==> src/rtl/riscv_pkg.sv <==
// Shared RV32I core parameters.
package riscv_pkg;

    localparam int unsigned XLEN     = 32;
    localparam int unsigned NUM_REGS = 32;
    localparam int unsigned ADDR_W   = 5;

    // Index of the hard-wired zero register x0.
    localparam logic [ADDR_W-1:0] REG_ZERO = '0;

endpackage : riscv_pkg

==> src/rtl/reg_scoreboard.sv <==
// Busy vector for the integer register file. Each bit marks a register with a pending write.
module reg_scoreboard
    import riscv_pkg::*;
(
    input  logic              clk,
    input  logic              rst,
    input  logic              i_set_en,
    input  logic [ADDR_W-1:0] i_set_idx,
    input  logic              i_clr_en,
    input  logic [ADDR_W-1:0] i_clr_idx,
    input  logic [ADDR_W-1:0] i_rd1_idx,
    output logic              o_rd1_busy,
    input  logic [ADDR_W-1:0] i_rd2_idx,
    output logic              o_rd2_busy
);

    logic [NUM_REGS-1:0] r_busy;
    logic [NUM_REGS-1:0] w_busy_nxt;

    // Next busy vector: clear from write-back first, then set from issue.
    // A same-index set is applied last so a newer in-flight writer keeps the bit.
    always_comb begin
        w_busy_nxt = r_busy;
        if (i_clr_en && (i_clr_idx != REG_ZERO)) begin
            w_busy_nxt[i_clr_idx] = 1'b0;
        end
        if (i_set_en && (i_set_idx != REG_ZERO)) begin
            w_busy_nxt[i_set_idx] = 1'b1;
        end
    end

    // Busy vector register with asynchronous clear.
    always_ff @(posedge clk or posedge rst) begin
        if (rst) begin
            r_busy <= '0;
        end else begin
            r_busy <= w_busy_nxt;
        end
    end

    // Lookup ports are not bypassed by a same-cycle write-back.
    always_comb begin
        o_rd1_busy = r_busy[i_rd1_idx];
        o_rd2_busy = r_busy[i_rd2_idx];
    end

endmodule : reg_scoreboard

==> src/rtl/reg_file.sv <==
// RV32I integer register file: two combinational read ports with write-first bypass,
// one write-back port, and a per-register busy scoreboard.
module reg_file
    import riscv_pkg::*;
(
    input  logic              clk,
    input  logic              rst,
    input  logic [ADDR_W-1:0] rs1_addr,
    output logic [XLEN-1:0]   rs1_data,
    output logic              rs1_busy,
    input  logic [ADDR_W-1:0] rs2_addr,
    output logic [XLEN-1:0]   rs2_data,
    output logic              rs2_busy,
    input  logic              issue_valid,
    input  logic [ADDR_W-1:0] issue_rd,
    input  logic              wr_en,
    input  logic [ADDR_W-1:0] wr_addr,
    input  logic [XLEN-1:0]   wr_data
);

    logic [XLEN-1:0] r_regs [NUM_REGS];
    logic            w_wr_ok;
    logic            w_issue_ok;

    // Qualify write-back and issue so x0 never takes data or a busy bit.
    always_comb begin
        w_wr_ok    = wr_en && (wr_addr != REG_ZERO);
        w_issue_ok = issue_valid && (issue_rd != REG_ZERO);
    end

    // Data array: asynchronous clear, one write per cycle from write-back.
    always_ff @(posedge clk or posedge rst) begin
        if (rst) begin
            for (int unsigned i = 0; i < NUM_REGS; i++) begin
                r_regs[i] <= '0;
            end
        end else if (w_wr_ok) begin
            r_regs[wr_addr] <= wr_data;
        end
    end

    // Read muxes: same-cycle write-back forwarded first, x0 forced to zero.
    always_comb begin
        if (w_wr_ok && (wr_addr == rs1_addr)) begin
            rs1_data = wr_data;
        end else if (rs1_addr == REG_ZERO) begin
            rs1_data = '0;
        end else begin
            rs1_data = r_regs[rs1_addr];
        end

        if (w_wr_ok && (wr_addr == rs2_addr)) begin
            rs2_data = wr_data;
        end else if (rs2_addr == REG_ZERO) begin
            rs2_data = '0;
        end else begin
            rs2_data = r_regs[rs2_addr];
        end
    end

    reg_scoreboard u_scoreboard (
        .clk        (clk),
        .rst        (rst),
        .i_set_en   (w_issue_ok),
        .i_set_idx  (issue_rd),
        .i_clr_en   (w_wr_ok),
        .i_clr_idx  (wr_addr),
        .i_rd1_idx  (rs1_addr),
        .o_rd1_busy (rs1_busy),
        .i_rd2_idx  (rs2_addr),
        .o_rd2_busy (rs2_busy)
    );

endmodule : reg_file
==> config.mk <==
export PLATFORM = sky130hd
export DESIGN_NAME = reg_file
export DESIGN_NICKNAME = d
export VERILOG_FILES = /design/src/rtl/riscv_pkg.sv /design/src/rtl/reg_scoreboard.sv /design/src/rtl/reg_file.sv
export SDC_FILE = /design/constraint.sdc
export NUM_CORES = 2
export LEC_CHECK = 0
export CAP_MARGIN = 10
export CORE_MARGIN = 1
export CORE_UTILIZATION = 63
export DETAILED_ROUTE_END_ITERATION = 16
export HOLD_SLACK_MARGIN = 0.1
export PLACE_DENSITY_LB_ADDON = 0.25
export SYNTH_ARGS = -nofsm -noshare
export SYNTH_HDL_FRONTEND = slang
export SYNTH_SLANG_ARGS = --single-unit
export TNS_END_PERCENT = 20
==> constraint.sdc <==
create_clock -name clk -period 55.8 [get_ports clk]
set_input_delay 11.16 -clock clk [delete_from_list [all_inputs] [get_ports clk]]
set_output_delay 11.16 -clock clk [all_outputs]
set_load 0.05 [all_outputs]
==> metrics <==
DRC viols 0; Max-slew headroom 12.8%; clock insertion delay at the later pin of the skew report 0.70 ns; Crit path arrival time 15.84 ns; Vias 37,900; status completed; Setup Viol. Count Final 0; Vias/cell 7.46; Initial Util 63.5%; Final Cycle Share 48.4%; Hold WC Path Type register to register; Fin Setup TNS 0 ns; setup bufs post-CTS 0; Syn. warnings 0; Syn-to-layout area delta 10.7%; RSZ-0062 raised after global routing false; clock buffer depth 3; post-CTS sizing 0; Core Util, Final 70.3%; syn nets 3,974; Worst-Margin Slew 1.31 ns; Post-synth EDFFs 0; syn avg cell area 14.3 um2; PortBufs 121; layout cells sized above 1 44.9%; Crit Path Category input pin to output port; n_diodes 0; io pins 122; Critical Path Source Type input pin; internal power 1.68 mW; post-route ant nets 0; sequential fraction of the synthesis area 47.1%; worst vdd ir 0.0320 mV; Hold Fails Final Rpt 0; post-route minimum period 27.00 ns; Num CTS Buffers 112; CTS sink count 1,056; initial drt markers 4,905; clock network power share 35.4%; Distinct cells, synth 45; Net Sw Power 0.638 mW; Die H 301 um; multi-input logic area 28,100 um2; clock skew 0 ns; CP max FO 55; grt total ovfl 0; ys async rst share 100%; Mapped Area 56,100 um2; Flop pwr share 44.0%; Die X-Extent 301 um; global-route wire length before repair 253,000 um; Post-Syn Instances 3,918; Pre-antenna DRT Iters 6; CP Capture Type output port; Post-CTS Hold Fix Bufs 0; Max Cap Viol 0; sw frac 27.5%; leakage power 27.3 nW; CTS root buffer clkbuf_16; Avg WL per Cell 33.6 um; clock-pin transition on the worst setup and hold timing paths 0.05 ns; number of global-route vias before repair 38,400; PD cells 37.3 nW/um2; WP data required 44.64 ns; GP Congestion 0.843; Post-synth top flop dfrtp_1; Combinational Power Share 20.5%; max frequency 0.0370 GHz; filler cell count 5,784; storage element area 26,400 um2; initial antenna violation count 4; Max H-tree Level 3; #FFs+latches synth 1,056; Row Count 109; die area 90,300 um2; Post-layout nets 3,871; GRT Util Overall 38.4%; final wirelength 171,000 um; largest net degree at the start of global routing 179; core area 88,400 um2; DP HPWL 94,200 um; CTS tree yes; Slew Limit Fails 0
-- synthesized netlist by cell type, types with 2 or more instances --
master    number  area share [%]
dfrtp_1     1056              47
mux2_2       998              20
mux4_2       398              16
mux2i_1      298             5.3
clkbuf_1     213             1.4
buf_2        136             1.2
a22oi_1      128             1.7
o22ai_1      124             1.4
a21oi_1       94            0.84
buf_1         90            0.60
a22o_1        71             1.1
nor2b_1       43            0.48
nand2_1       39            0.26
nor3_1        33            0.29
nor4_1        31            0.35
a211oi_1      30            0.40
o21ai_0       25            0.22
nor2_1        22            0.15
nand3_1       10           0.089
xnor2_1        8            0.12
nand2b_1       7           0.078
a32o_1         6            0.11
buf_4          6           0.080
nand4b_1       6           0.094
o31ai_1        6           0.080
nand3b_1       5           0.067
nor3b_1        5           0.067
or2_2          5           0.056
nand4_1        4           0.045
a211o_1        2           0.031
and2_1         2           0.022
o211ai_1       2           0.027
or3_1          2           0.022
xor2_1         2           0.031
-- kinds of logic (layout without fill, tap and decap cells) --
group / after synthesis / after routing / synth area share [%]
and+or+nand+nor: 219 / 219 / 2.17
DFF: 1056 / 1056 / 47.1
AOI/OAI and AO/OA: 493 / 493 / 5.98
muxes: 1694 / 1694 / 41.3
buffers and inverters: 446 / 439 / 3.33
xor gates and xnor gates: 10 / 10 / 0.156
-- per-layer routing --
layer	GRT usage [%]	share of wire (%)
met1	52.9	38
met2	58.1	46
met3	9.73	11
met4	17.1	5.1
met5	0	0.036
-- through the flow --
step	instance area, um2	cells	power [mW]	hold slack, ns	setup slack [ns]
2_1_floorplan	56100	3918	1.37	0.441	14.92
3_3_place_gp	58100	4866	1.47	0.377	28.92
3_5_place_dp	58100	4866	1.50	0.383	28.97
4_1_cts	62200	5076	2.31	0.397	28.94
5_1_grt	62200	5076	2.40	0.402	28.75
6_report	62200	5076	2.32	0.395	28.80
-- power groups by stage --
| stage | logic [mW] | clock network, mW | registers (mW) |
|---|---|---|---|
| 2_1_floorplan | 0.376 | 0 | 0.995 |
| 3_3_place_gp | 0.457 | 0 | 1.02 |
| 3_5_place_dp | 0.470 | 0 | 1.03 |
| 4_1_cts | 0.473 | 0.825 | 1.01 |
| 5_1_grt | 0.505 | 0.855 | 1.04 |
| 6_report | 0.476 | 0.821 | 1.02 |
-- flip-flops by register name (all words and copies together) (netlist names) --
name and flops:
u_scoreboard.r_busy 32, r_regs 1024
-- cell type report --
cell class	instances	area share, %
inverter	1	0.0181
sequential	1056	42.5
timing repair buffer	228	3.37
tap	1165	2.34
clock buffer	157	5.25
clock inverter	53	1.33
multi-input combinational	2416	45.2
-- layout by cell type (no fill, tap or decap), types with 93 or more instances in the layout --
cell type / Yosys / layout
a21oi_1: 94 / 93
a22oi_1: 128 / 128
buf_4: 6 / 103
clkbuf_16: 0 / 114
clkdlybuf4s50_1: 0 / 115
dfrtp_1: 1056 / 1056
mux2_2: 998 / 998
mux2i_1: 298 / 298
mux4_2: 398 / 398
o22ai_1: 124 / 124
-- critical path, stage by stage --
cell and delay (ns):
buf_8 0.47, buf_4 0.85, buf_4 0.83, or2_2 0.53
o22ai_1 0.19, nor4_1 0.58, a22o_1 0.30, clkdlybuf4s50_1 0.83
-- worst paths after layout --
kind	start	endpoint	slack [ns]	depth (start not counted)
min in group asynchronous	rst	r_regs[292]	11.00	2
max in group asynchronous	rst	r_regs[400]	41.67	5
hold / removal	r_regs[997]	r_regs[997]	0.39	0
setup reg to reg	r_regs[149]	r_regs[149]	54.98	1
hold reg to reg	r_regs[997]	r_regs[997]	0.39	0
setup / recovery	rs2_addr[1]	rs2_data[23]	28.80	8
(Power assumes the default switching activity.)
